==> config.mk <==
export PLATFORM = sky130hd
export DESIGN_NAME = aes_vector_runner
export DESIGN_NICKNAME = d
export VERILOG_FILES = /design/src/rtl/aes_vector_runner.sv
export SDC_FILE = /design/constraint.sdc
export NUM_CORES = 1
export LEC_CHECK = 0
export CAP_MARGIN = 10
export CORE_AREA = 2 2 317 319
export DETAILED_ROUTE_END_ITERATION = 16
export DIE_AREA = 0 0 319 321
export SYNTH_ARGS = -nofsm -noshare
export SYNTH_HDL_FRONTEND = slang
export SYNTH_SLANG_ARGS = --single-unit
==> constraint.sdc <==
create_clock -name clk -period 4.95 [get_ports clk]
set_input_delay 1.485 -clock clk [delete_from_list [all_inputs] [get_ports clk]]
set_output_delay 1.485 -clock clk [all_outputs]
set_load 0.03 [all_outputs]
==> src/rtl/aes_vector_runner.sv <==
// aes_vector_runner: drives known-answer vectors from a synchronous ROM into an
// AES core, one vector at a time. It waits for completion (bounded by a timeout),
// compares the result and accumulates saturating pass/fail statistics. It can
// optionally loop over the vector set until stopped.
module aes_vector_runner #(
   parameter int NUM_VEC = 16,
   parameter int ADDR_W  = 4,
   parameter int CNT_W   = 16,
   parameter int TIMEOUT = 64,
   parameter int LOOP    = 0
) (
   input  logic               clk,
   input  logic               rst,
   input  logic               start,
   input  logic               stop,
   output logic [ADDR_W-1:0]  vec_addr,
   input  logic [127:0]       vec_key,
   input  logic [127:0]       vec_pt,
   input  logic [127:0]       vec_ct,
   output logic               aes_ld,
   output logic [127:0]       aes_key,
   output logic [127:0]       aes_text_in,
   input  logic               aes_done,
   input  logic [127:0]       aes_text_out,
   output logic               busy,
   output logic               finished,
   output logic [CNT_W-1:0]   pass_cnt,
   output logic [CNT_W-1:0]   fail_cnt,
   output logic               timeout_err,
   output logic [ADDR_W-1:0]  first_fail_idx
);

   // Timer only needs to reach TIMEOUT-1; keep at least one bit for TIMEOUT=1.
   localparam int TMR_W = (TIMEOUT > 1) ? $clog2(TIMEOUT) : 1;
   localparam logic [TMR_W-1:0]  TMR_LAST = TMR_W'(TIMEOUT - 1);
   localparam logic [ADDR_W-1:0] LAST_IDX = ADDR_W'(NUM_VEC - 1);

   typedef enum logic [2:0] {
      S_IDLE,
      S_FETCH,
      S_LATCH,
      S_LOAD,
      S_WAIT,
      S_CHECK,
      S_FIN
   } state_t;

   state_t             state;
   logic [ADDR_W-1:0]  idx;
   logic [TMR_W-1:0]   timer;
   logic [127:0]       exp_ct;
   logic               match;
   logic               stop_lat;

   // Counters stick at all-ones instead of wrapping so long loop runs stay meaningful.
   function automatic logic [CNT_W-1:0] sat_inc(input logic [CNT_W-1:0] v);
      return (&v) ? v : v + 1'b1;
   endfunction

   // Expected ciphertext is pure data; it is only consulted after LATCH has loaded it.
   always_ff @(posedge clk) begin
      if (state == S_LATCH) begin
         exp_ct <= vec_ct;
      end
   end

   // Main sequencer: fetch, latch, load, wait, check, then next vector or finish.
   always_ff @(posedge clk) begin
      if (rst) begin
         state          <= S_IDLE;
         vec_addr       <= '0;
         aes_ld         <= 1'b0;
         aes_key        <= '0;
         aes_text_in    <= '0;
         busy           <= 1'b0;
         finished       <= 1'b0;
         pass_cnt       <= '0;
         fail_cnt       <= '0;
         timeout_err    <= 1'b0;
         first_fail_idx <= '1;
         idx            <= '0;
         timer          <= '0;
         match          <= 1'b0;
         stop_lat       <= 1'b0;
      end else begin
         case (state)
            S_IDLE, S_FIN: begin
               if (start) begin
                  pass_cnt       <= '0;
                  fail_cnt       <= '0;
                  timeout_err    <= 1'b0;
                  first_fail_idx <= '1;
                  idx            <= '0;
                  vec_addr       <= '0;
                  stop_lat       <= 1'b0;
                  busy           <= 1'b1;
                  finished       <= 1'b0;
                  state          <= S_FETCH;
               end
            end

            // ROM captures vec_addr at the edge closing this cycle.
            S_FETCH: begin
               state <= S_LATCH;
            end

            // ROM data is valid now; hold it on the core inputs until the next vector.
            S_LATCH: begin
               aes_key     <= vec_key;
               aes_text_in <= vec_pt;
               aes_ld      <= 1'b1;
               state       <= S_LOAD;
            end

            S_LOAD: begin
               aes_ld   <= 1'b0;
               timer    <= '0;
               stop_lat <= stop;
               state    <= S_WAIT;
            end

            // A done in the final timeout cycle is treated as a normal completion.
            S_WAIT: begin
               stop_lat <= stop_lat | stop;
               if (aes_done) begin
                  match <= (aes_text_out == exp_ct);
                  state <= S_CHECK;
               end else if (timer == TMR_LAST) begin
                  match       <= 1'b0;
                  timeout_err <= 1'b1;
                  state       <= S_CHECK;
               end else begin
                  timer <= timer + 1'b1;
               end
            end

            S_CHECK: begin
               if (match) begin
                  pass_cnt <= sat_inc(pass_cnt);
               end else begin
                  fail_cnt <= sat_inc(fail_cnt);
                  // fail_cnt saturates rather than wraps, so zero means no earlier failure.
                  if (fail_cnt == '0) begin
                     first_fail_idx <= idx;
                  end
               end
               if (stop_lat | stop) begin
                  stop_lat <= 1'b0;
                  busy     <= 1'b0;
                  finished <= 1'b1;
                  state    <= S_FIN;
               end else if (idx != LAST_IDX) begin
                  idx      <= idx + 1'b1;
                  vec_addr <= idx + 1'b1;
                  state    <= S_FETCH;
               end else if (LOOP != 0) begin
                  idx      <= '0;
                  vec_addr <= '0;
                  state    <= S_FETCH;
               end else begin
                  busy     <= 1'b0;
                  finished <= 1'b1;
                  state    <= S_FIN;
               end
            end

            default: begin
               state <= S_IDLE;
            end
         endcase
      end
   end

endmodule
=== After elaboration in Yosys (flattened, before gate mapping) ===
Cells that the tools add are included.

* Memories kept: 0
* Output and inout bits: 300
* Bits in latches: 0
* Logic and storage cells: 104
* Memory bits (writable): 0
* Register bits after elaboration: 439
* ROM bits: 0

* $lt $le $gt $ge: 0
* Equality and inequality tests: 23
* Add/subtract/negate cells: 4
* Multiplexer cells: 40
* Bitwise operators: 1
* Multiply operators: 0
* Reductions and logical operators: 21
* Divide/modulo/power cells: 0
* Shift-type cells: 0

{| class="wikitable"
|+ Operators by type and width
! cell !! number
|-
| $eq A128 B128 Y1 || 1
|-
| $mux W16 || 5
|-
| $pmux W16 S2 || 2
|-
| $add A16 B1 Y16 const B || 2
|-
| $reduce_and A16 Y1 || 2
|-
| $mux W4 || 6
|-
| $ne A2 B2 Y1 const B || 12
|-
| $reduce_and A4 Y1 || 5
|-
| $pmux W3 S6 || 1
|-
| $logic_not A16 Y1 || 1
|-
| $pmux W4 S2 || 2
|-
| $mux W3 || 5
|-
| $mux W6 || 2
|-
| $pmux W6 S2 || 1
|-
| $mux W1 || 11
|-
| $reduce_bool A2 Y1 || 5
|-
| $eq A3 B3 Y1 const B || 3
|-
| $reduce_and A3 Y1 || 3
|-
| $pmux W1 S2 || 4
|-
| $add A6 B1 Y6 const B || 1
|-
| $eq A3 B2 Y1 const B || 2
|-
| $eq A6 B6 Y1 const B || 1
|-
| $ne A3 B3 Y1 const B || 2
|-
| $add A4 B1 Y4 const B || 1
|-
| other kinds (8) || 9
|}

=== Depth between registers and ports, before layout ===
Gate-level depths: netlist of run 1.

* Depth after elaboration: 4
* Gate-level depth with buffers: 10
* Depth with buffers taken out: 7

=== Least setup slack after synthesis of run 1 ===
OpenSTA, ideal clock, no wires.

* Path kind: register -> register
* From: reg state[1]
* To: reg exp_ct[0], enable pin
* Data required time: 4.407 ns
* Slack: -0.114 ns
* Path buffers: 3
* Arrival time: 4.521 ns
* Cell stages (with the launch flop): 7
* Clock period less this slack: 5.064 ns
* Library setup time: 0.543 ns
* Cells stage by stage: dfxtp_1 > buf_6 > nor2b_4 > buf_6 > nand2_1 > clkinv_1 > clkbuf_1

* Cells in the longest elaborated chain, start to end: 1

{| class="wikitable"
|+ Ends and longest elaborated chain
! item !! line !! text
|-
| start, declared || 48 || <nowiki>state_t state;</nowiki>
|-
| start signal, assigned || 70 || <nowiki>state <= S_IDLE;</nowiki>
|-
| start signal, assigned || 98 || <nowiki>state <= S_FETCH;</nowiki>
|-
| start signal, assigned || 104 || <nowiki>state <= S_LATCH;</nowiki>
|-
| $eq A3 B2 Y1 || 62 || <nowiki>if (state == S_LATCH) begin</nowiki>
|-
| end signal, assigned || 63 || <nowiki>exp_ct <= vec_ct;</nowiki>
|-
| end, declared || 51 || <nowiki>logic [127:0] exp_ct;</nowiki>
|}

No other way between the ends.
A chain may end at the register's enable or synchronous reset.

=== Final worst setup path of run 1 ===
* From: reg pass_cnt[2]
* To: out pass_cnt[2]

{| class="wikitable"
|+ RTL lines
! item !! line !! text
|-
| start, declared || 27 || <nowiki>output logic [CNT_W-1:0] pass_cnt,</nowiki>
|-
| start signal, assigned || 139 || <nowiki>pass_cnt <= sat_inc(pass_cnt);</nowiki>
|}

No word-level cell between the ends.

==> results of run 1 <==
## layout by cell type, fill, tap and decap left out, types with 3 or more instances in the layout
cell             netlist  final
a211oi_1               3      3
a21oi_1              268    268
and2_1                 3      3
and3_1                 7      7
buf_4                  2     15
bufinv_16              0      4
clkbuf_1              87     10
clkbuf_16              0     53
clkbuf_8               0      5
clkdlybuf4s50_1        0    815
clkinv_1               1      7
clkinv_2               0      5
clkinvlp_4             0      3
dfxtp_1              311    311
diode_2                0      4
edfxtp_1             128    128
ha_1                   5      5
inv_1                  7      7
nand2_1              536    535
nand2b_1               4      4
nand3_1               15     15
nand4_1               42     42
nor2_1                56     56
nor3_2                 5      5
nor3b_1                5      5
nor4_1                23     23
o21ai_0                5      5
o21bai_1               4      4
or3_1                  3      3
xnor2_1               99     99
xor2_1                64     64
## area by class of cell
type / count / area (µm²)
multi-input cells: 1178 / 6082
inverters: 8 / 37.54
clock buffers: 68 / 1433
clock inverters: 24 / 242.7
fillers: 10510 / 71450
repair buffers: 833 / 8325
flip-flops and latches: 439 / 10070
diodes: 4 / 10.01
well taps: 1298 / 1624
## sequential cells by signal, indices dropped and copies added (netlist names)
name	flops
state	3
pass_cnt	16
aes_key	128
aes_text_in	128
fail_cnt	16
aes_ld	1
timer	6
stop_lat	1
busy	1
exp_ct	128
finished	1
match	1
first_fail_idx	4
idx	4
timeout_err	1
## how the worst min path moves through the flow
stage / startpoint / endpoint / cells after the start
after floorplan: stop_lat / stop_lat / 2
after global placement: aes_text_in[4] / aes_text_in[4] / 2
after detailed placement: aes_text_in[76] / aes_text_in[76] / 2
after CTS: aes_key[76] / aes_key[76] / 2
after global routing: aes_text_in[53] / aes_text_in[53] / 2
final: aes_key[106] / aes_key[106] / 2
## where the power goes
group / switching (mW) / internal [mW] / leakage [nW] / total [mW]
Combinational: 1.02 / 0.846 / 4.68 / 1.86
Sequential: 0.132 / 3.98 / 3.70 / 4.11
Clock: 1.59 / 2.24 / 0.813 / 3.83
Total: 2.74 / 7.07 / 9.19 / 9.81
## metrics by stage
stage / util / setup slack [ps]
2_1_floorplan: - / 1924
3_3_place_gp: 0.2633 / 1100
3_5_place_dp: 0.2633 / 1061
4_1_cts: 0.2802 / 1542
5_1_grt: 0.2803 / 1505
6_report: 0.2803 / 1617
## routing by layer
layer  share of wire  track usage  vias to the layer above
li1                -            -                     7357
met1            0.41       0.1482                     7059
met2            0.48       0.2116                      585
met3           0.090      0.04968                       98
met4           0.024      0.04036                       12
met5          0.0022     0.005674                        -
## cell families (layout without fill, tap and decap cells)
logic type / after synthesis / in the layout / share of synthesized area
buf+inv: 106 / 933 / 0.02597
compound gates: 292 / 292 / 0.09217
simple gates: 717 / 717 / 0.1838
fa+ha+maj: 5 / 5 / 0.003774
flops: 439 / 439 / 0.6075
xor+xnor: 163 / 163 / 0.08613
mux: 1 / 1 / 0.0006039
other cells: 0 / 4 / 0
## worst register-to-register path, cell delays in order, from the launching register on
cell and delay [ps]:
dfxtp_1 570, inv_1 180, nand2_4 330, buf_4 610
buf_4 850, nand2_1 190, a21oi_1 180
==> run_results.csv, run 1 <==
group,metric,value,unit
cts,hold_buffers,0,
cts,cts_setup_buffers,0,
sta,period_share,0.6732,
cts,post_cts_resized,0,
cts,clockRootBuffer,"clkbuf_16",
placed_design,dp_hpwl,51060,µm
floorplan,die_x,319,µm
setup_path,path_buf_inv,1,
setup_path,worst_ep_arrival_time,1850,ps
floorplan,die-area,102400,µm²
placed_design,post_dp_cell_area,26140,µm²
floorplan,ios,817,
sta,setup_tns,0,ps
floorplan,start_util,0.1670,
synthesis,synth_most_common_cell,"nand2_1",
global_routing,grt_usage,0.1267,
cts,path_clk_slew,60,ps
power,p_leak,9.190,nW
setup_path,worstPathMaxFanout,6,
setup_path,worst_r2r_path_depth,6,
global_routing,grt_overflow_total,0,
sta,hold_viol_final,0,
worst_hold_path,min_path_type,"flop to flop",
detailed_routing,first_pass_iters,5,
global_routing,antenna_found_initial,12,
setup_path,rr_endpoint,"aes_text_in[114]",
setup_path,worstSetupStartpoint,"pass_cnt[2]",
floorplan,rows,116,
cts,cts_tree,"done",
setup_path,cp_top_family,"buffers and inverters",
cts,insertion_delay,610,ps
synthesis,synth_top_area_cell,"dfxtp_1",
power,power_density,352.5,nW/µm²
setup_path,critPathCaptureType,"output port",
detailed_routing,viasPerCell,3.923,
setup_path,critical-path-max-stage-delay,800,ps
sta,grt_setup_unrepaired,"no",
run,cap_violations,0,
setup_path,worstPathCellList,"clkdlybuf4s50_1",
setup_path,critPathSlowestCell,"clkdlybuf4s50_1",
synthesis,syn_avg_cell_area,9.620,µm²
synthesis,synth_common_cells,"nand2_1, dfxtp_1, a21oi_1, edfxtp_1, xnor2_1",
layout,final_cell_count_no_fill,3852,
power,fin_total_pwr,9.808,mW
placed_design,routabilityCongestion,0.8658,
detailed_routing,drtIter0Drc,839,
synthesis,synth.area.top_cells,"dfxtp_1, edfxtp_1, nand2_1, a21oi_1, xnor2_1",
floorplan,coreArea,99280,µm²
sta,fmax,300.1,MHz
floorplan,die_h,321,µm
sta,final_max_slew_viol_count,0,
setup_path,setup.worst_path.end,"pass_cnt[2]",
cts,cts.sinks,439,
setup_path,r2r-start,"state[0]",
sta,min_period,3333,ps
cts,clockBufferDepth,3,
synthesis,synth_edf_count,128,
status,status,"finished clean",
synthesis,ys_types,51,
global_routing,grt_pass1_vias,15060,
synthesis,ys_ff_latch,439,
synthesis,synth-main-ff-cell,"dfxtp_1",
sta,worst_pin_slew,910.1,ps
detailed_routing,via_count,15110,
synthesis,ys.warnings.count,0,
layout,fin_area,27820,µm²
synthesis,synth_cells,1723,
global_routing,grt_pass1_wl,97860,µm
synthesis,synth_top_area_frac,0.3756,
detailed_routing,ant_nets,0,
detailed_routing,wl_per_cell,17.68,µm
sta,fin_worst_skew,24.32,ps
synthesis,synth_nets,2245,
setup_path,crit_cells,1,
synthesis,synthArstFlopShare,0,
synthesis,syn_area,16570,µm²
synthesis,ys_seq_area_frac,0.6075,
power,vdd_drop_max,0.2610,mV
global_routing,grt_max_degree,103,
sta,slew_headroom,0.3881,
cts,h-tree-depth,2,
detailed_routing,post-route-drc-count,0,
layout,drive_above_1_share,0.04314,
setup_path,cp_data_required_time,3460,ps
sta,hold-worst-slack,450.7,ps
layout,syn2layout_area_growth,67.87,%
detailed_routing,wl,68090,µm
setup_path,critical_path_class,"flop to output port",
layout,nNetsFinal,3034,
sta,setup_viol,0,
placed_design,dp_cells,3756,
setup_path,timing.critical_path.from_type,"flop",
setup_path,timing.reg2reg.setup_slack,1970,ps
placed_design,port_buffers,816,
cts,cts_made_buffers,52,
Note: power is estimated with default switching activity, not from simulation.
==> run 2: changes to the inputs <==
- clock period: 4.95 -> 3 ns (I/O delays scaled with it)
==> run_results.csv, run 2 (synthesized netlist as in run 1, its figures left out) <==
group,metric,value,unit
floorplan,die-area,102400,µm²
floorplan,coreArea,99280,µm²
setup_path,worstPathMaxFanout,7,
global_routing,grt_pass1_wl,98530,µm
power,vdd_drop_max,0.3572,mV
layout,utilization,0.2846,
layout,drive_above_1_share,0.05465,
cts,path_clk_slew,60,ps
sta,setup_tns,0,ps
detailed_routing,ant_nets,0,
floorplan,rows,116,
layout,fin_area,28260,µm²
sta,grt_setup_unrepaired,"no",
global_routing,grt_overflow_total,0,
cts,cts_tree,"done",
global_routing,grt_pass1_vias,15050,
run,cap_violations,0,
cts,clockRootBuffer,"clkbuf_16",
cts,clockBufferDepth,3,
sta,min_period,2822,ps
placed_design,dp_hpwl,51320,µm
setup_path,crit_cells,1,
worst_hold_path,hold_path_depth,2,
placed_design,post_dp_cell_area,26410,µm²
setup_path,worstPathCellList,"clkdlybuf4s50_1",
floorplan,die_x,319,µm
sta,fin_worst_skew,23.64,ps
detailed_routing,post-route-drc-count,0,
sta,hold_viol_final,0,
worst_hold_path,min_path_type,"flop to flop",
sta,final_max_slew_viol_count,0,
setup_path,critPathCaptureType,"output port",
setup_path,timing.critical_path.from_type,"flop",
floorplan,ios,817,
power,power_density,590.6,nW/µm²
sta,fmax,354.4,MHz
detailed_routing,wl_per_cell,17.60,µm
setup_path,path_buf_inv,1,
global_routing,grt_usage,0.1278,
sta,period_share,0.9405,
power,p_leak,9.420,nW
placed_design,pre_cts_slack,-61.33,ps
layout,syn2layout_area_growth,70.49,%
cts,hold_buffers,0,
global_routing,antenna_found_initial,14,
setup_path,worst_ep_arrival_time,1920,ps
sta,hold-worst-slack,451.2,ps
layout,layout.cells.most_common_list,"clkdlybuf4s50_1, nand2_1, dfxtp_1, a21oi_1, edfxtp_1",
cts,cts_made_buffers,55,
cts,cts_setup_buffers,0,
placed_design,routabilityCongestion,0.8421,
sta,slew_headroom,0.5041,
detailed_routing,wl,68360,µm
floorplan,start_util,0.1670,
detailed_routing,first_pass_iters,4,
sta,worst_slack,178.4,ps
layout,final_cell_count_no_fill,3883,
setup_path,critical_path_class,"flop to output port",
setup_path,cp_data_required_time,2100,ps
setup_path,critPathSlowestCell,"clkdlybuf4s50_1",
placed_design,dp_cells,3776,
setup_path,worst_r2r_path_depth,6,
layout,final_common_cell,"clkdlybuf4s50_1",
setup_path,critical-path-max-stage-delay,810,ps
global_routing,grt_max_degree,121,
sta,setup_viol,0,
cts,post_cts_resized,0,
cts,insertion_delay,620,ps
placed_design,port_buffers,816,
cts,cts.sinks,439,
layout,nNetsFinal,3057,
layout,reg_top3,"aes_key (128), aes_text_in (128), exp_ct (128)",
floorplan,die_h,321,µm
detailed_routing,drtIter0Drc,874,
sta,worst_pin_slew,743.9,ps
detailed_routing,viasPerCell,3.883,
power,fin_total_pwr,16.69,mW
detailed_routing,via_count,15080,
status,status,"finished clean",
setup_path,cp_top_family,"buffers and inverters",
cts,h-tree-depth,2,
## run 2: final cells by class
cell class | instances | area, µm²
tap | 1298 | 1624
sequential | 439 | 10070
timing repair buffer | 853 | 8601
clock inverter | 23 | 211.5
inverter | 8 | 37.54
antenna | 5 | 12.51
fill | 10500 | 71020
multi-input combinational | 1178 | 6082
clock buffer | 79 | 1620
## run 2: per-layer routing
metal / global-route usage / share of wire / wire [µm]
met1: 0.1481 / 0.40 / 27250
met2: 0.2135 / 0.48 / 32530
met3: 0.05308 / 0.097 / 6665
met4: 0.04067 / 0.026 / 1792
met5: 0 / 0.0017 / 115
## run 2: path summary, 6_finish.rpt
check | end | slack [ps] | startpoint
setup reg to reg | match | 510 | state[2]
hold reg to reg | aes_text_in[121] | 450 | aes_text_in[121]
hold / removal | aes_text_in[121] | 450 | aes_text_in[121]
setup / recovery | fail_cnt[2] | 180 | fail_cnt[2]
## run 2: worst reg2reg max path: cells and delay by family, from the launching register on
kind | cells | cell delay (ps)
AND/OR/NAND/NOR | 4 | 1580
flip-flops | 1 | 510
buffers and inverters | 1 | 190
AO/OA/AOI/OAI | 1 | 100
## run 2: power breakdown
group	leakage, nW	total [mW]	switching (mW)	internal [mW]
registers	3.70	6.79	0.221	6.57
logic	4.82	3.16	1.69	1.47
clock network	0.901	6.74	2.74	4.01
==> run 3: changes to the inputs <==
- GPL_TIMING_DRIVEN: default -> 0
- SKIP_CTS_REPAIR_TIMING: default -> 1
==> run_results.csv, run 3 (synthesized netlist as in run 1, its figures left out) <==
group,metric,value,unit
placed_design,routabilityCongestion,0.9038,
run,cap_violations,0,
layout,syn2layout_area_growth,69.74,%
layout,utilization,0.2834,
setup_path,cp_data_required_time,2100,ps
worst_hold_path,min_path_type,"flop to flop",
sta,slew_headroom,0.2605,
global_routing,grt_usage,0.1412,
global_routing,grt_pass1_wl,105600,µm
power,fin_total_pwr,16.54,mW
layout,drive_above_1_share,0.04219,
global_routing,antenna_found_initial,15,
layout,nNetsFinal,3115,
floorplan,die-area,102400,µm²
detailed_routing,wl,75260,µm
layout,final_common_cell,"clkdlybuf4s50_1",
detailed_routing,ant_nets,0,
cts,clockRootBuffer,"clkbuf_16",
cts,h-tree-depth,2,
setup_path,worstPathMaxFanout,2,
power,vdd_drop_max,0.3996,mV
placed_design,port_buffers,815,
detailed_routing,post-route-drc-count,0,
cts,cts.sinks,439,
floorplan,ios,817,
cts,cts_tree,"done",
setup_path,cp_top_family,"buffers and inverters",
setup_path,critPathSlowestCell,"clkdlybuf4s50_1",
layout,reg_top3,"aes_key (128), aes_text_in (128), exp_ct (128)",
setup_path,timing.critical_path.from_type,"flop",
sta,grt_setup_unrepaired,"no",
status,status,"finished clean",
sta,period_share,0.9230,
floorplan,die_h,321,µm
detailed_routing,wl_per_cell,19.12,µm
global_routing,grt_pass1_vias,15310,
global_routing,grt_overflow_total,0,
power,power_density,588.1,nW/µm²
sta,setup_viol,0,
sta,setup_tns,0,ps
detailed_routing,first_pass_iters,5,
cts,path_clk_slew,60,ps
detailed_routing,viasPerCell,3.945,
setup_path,worst_ep_arrival_time,1870,ps
cts,insertion_delay,600,ps
setup_path,critPathCaptureType,"output port",
cts,clockBufferDepth,3,
placed_design,dp_hpwl,60140,µm
layout,layout.cells.most_common_list,"clkdlybuf4s50_1, nand2_1, dfxtp_1, a21oi_1, edfxtp_1",
global_routing,grt_max_degree,105,
setup_path,critical-path-max-stage-delay,940,ps
setup_path,critical_path_class,"flop to output port",
sta,fmax,361.1,MHz
setup_path,path_buf_inv,1,
detailed_routing,via_count,15530,
sta,hold_viol_final,0,
floorplan,rows,116,
detailed_routing,drtIter0Drc,846,
sta,worst_pin_slew,1109,ps
floorplan,start_util,0.1670,
sta,fin_worst_skew,10.27,ps
cts,cts_made_buffers,52,
power,p_leak,9.304,nW
sta,hold-worst-slack,451.9,ps
floorplan,die_x,319,µm
setup_path,worstPathCellList,"clkdlybuf4s50_1",
sta,min_period,2769,ps
floorplan,coreArea,99280,µm²
sta,final_max_slew_viol_count,0,
[run 3: changes by cell type in the layout (fill, tap and decap cells not counted), moves of 4 or more]
cell | previous run | this run
clkbuf_8 | 9 | 4
clkinv_2 | 9 | 15
bufinv_16 | 3 | 7
clkbuf_16 | 58 | 53
buf_12 | 12 | 0
clkbuf_1 | 12 | 92
clkbuf_2 | 0 | 7
buf_4 | 25 | 2
[run 3: final timing paths]
kind | startpoint | endpoint | slack (ps) | cells after the start
worst max register to register | state[1] | aes_text_in[49] | 350 | 9
worst min register to register | aes_text_in[10] | aes_text_in[10] | 450 | 2
worst min-delay path | aes_text_in[10] | aes_text_in[10] | 450 | 2
worst max-delay path | aes_key[117] | aes_key[117] | 230 | 1
[run 3: worst min-delay path, cell delays in order (launching register included)]
cell     delay (ps)
dfxtp_1         300
nand2_1          50
a21oi_1          50
[run 3: routing by layer]
metal  wire (µm)  vias to the layer above  share of wire  track usage
met5          27                        -        0.00036            0
met4        2212                        4          0.029      0.04864
met3        7487                      110          0.099      0.05333
met2       34830                      665           0.46       0.2302
met1       30700                     7217           0.41       0.1701
li1            -                     7530              -            -
[run 3: metrics by stage]
| stage | cell area, µm² | worst slack (ps) | std cells |
|---|---|---|---|
| 2_1_floorplan | 16580 | 566.8 | 1723 |
| 3_3_place_gp | 26360 | -929.5 | 3836 |
| 3_5_place_dp | 26400 | -661.9 | 3837 |
| 4_1_cts | 28110 | -676.1 | 3929 |
| 5_1_grt | 28130 | 12.60 | 3934 |
| 6_report | 28130 | 230.9 | 3936 |
[run 3: area by class of cell]
cell class	count	area [µm²]
Tap cell	1298	1624
Antenna cell	7	17.52
Clock inverter	24	301.5
Timing Repair Buffer	816	8185
Sequential cell	439	10070
Clock buffer	68	1413
Multi-Input combinational cell	1178	6075
Fill cell	10540	71140
Buffer	98	419.2
Inverter	8	30.03
[run 3: power breakdown]
| group | internal (mW) | switching (mW) | leakage [nW] |
|---|---|---|---|
| logic | 1.43 | 1.81 | 4.76 |
| registers | 6.57 | 0.218 | 3.70 |
| clock network | 3.90 | 2.61 | 0.851 |
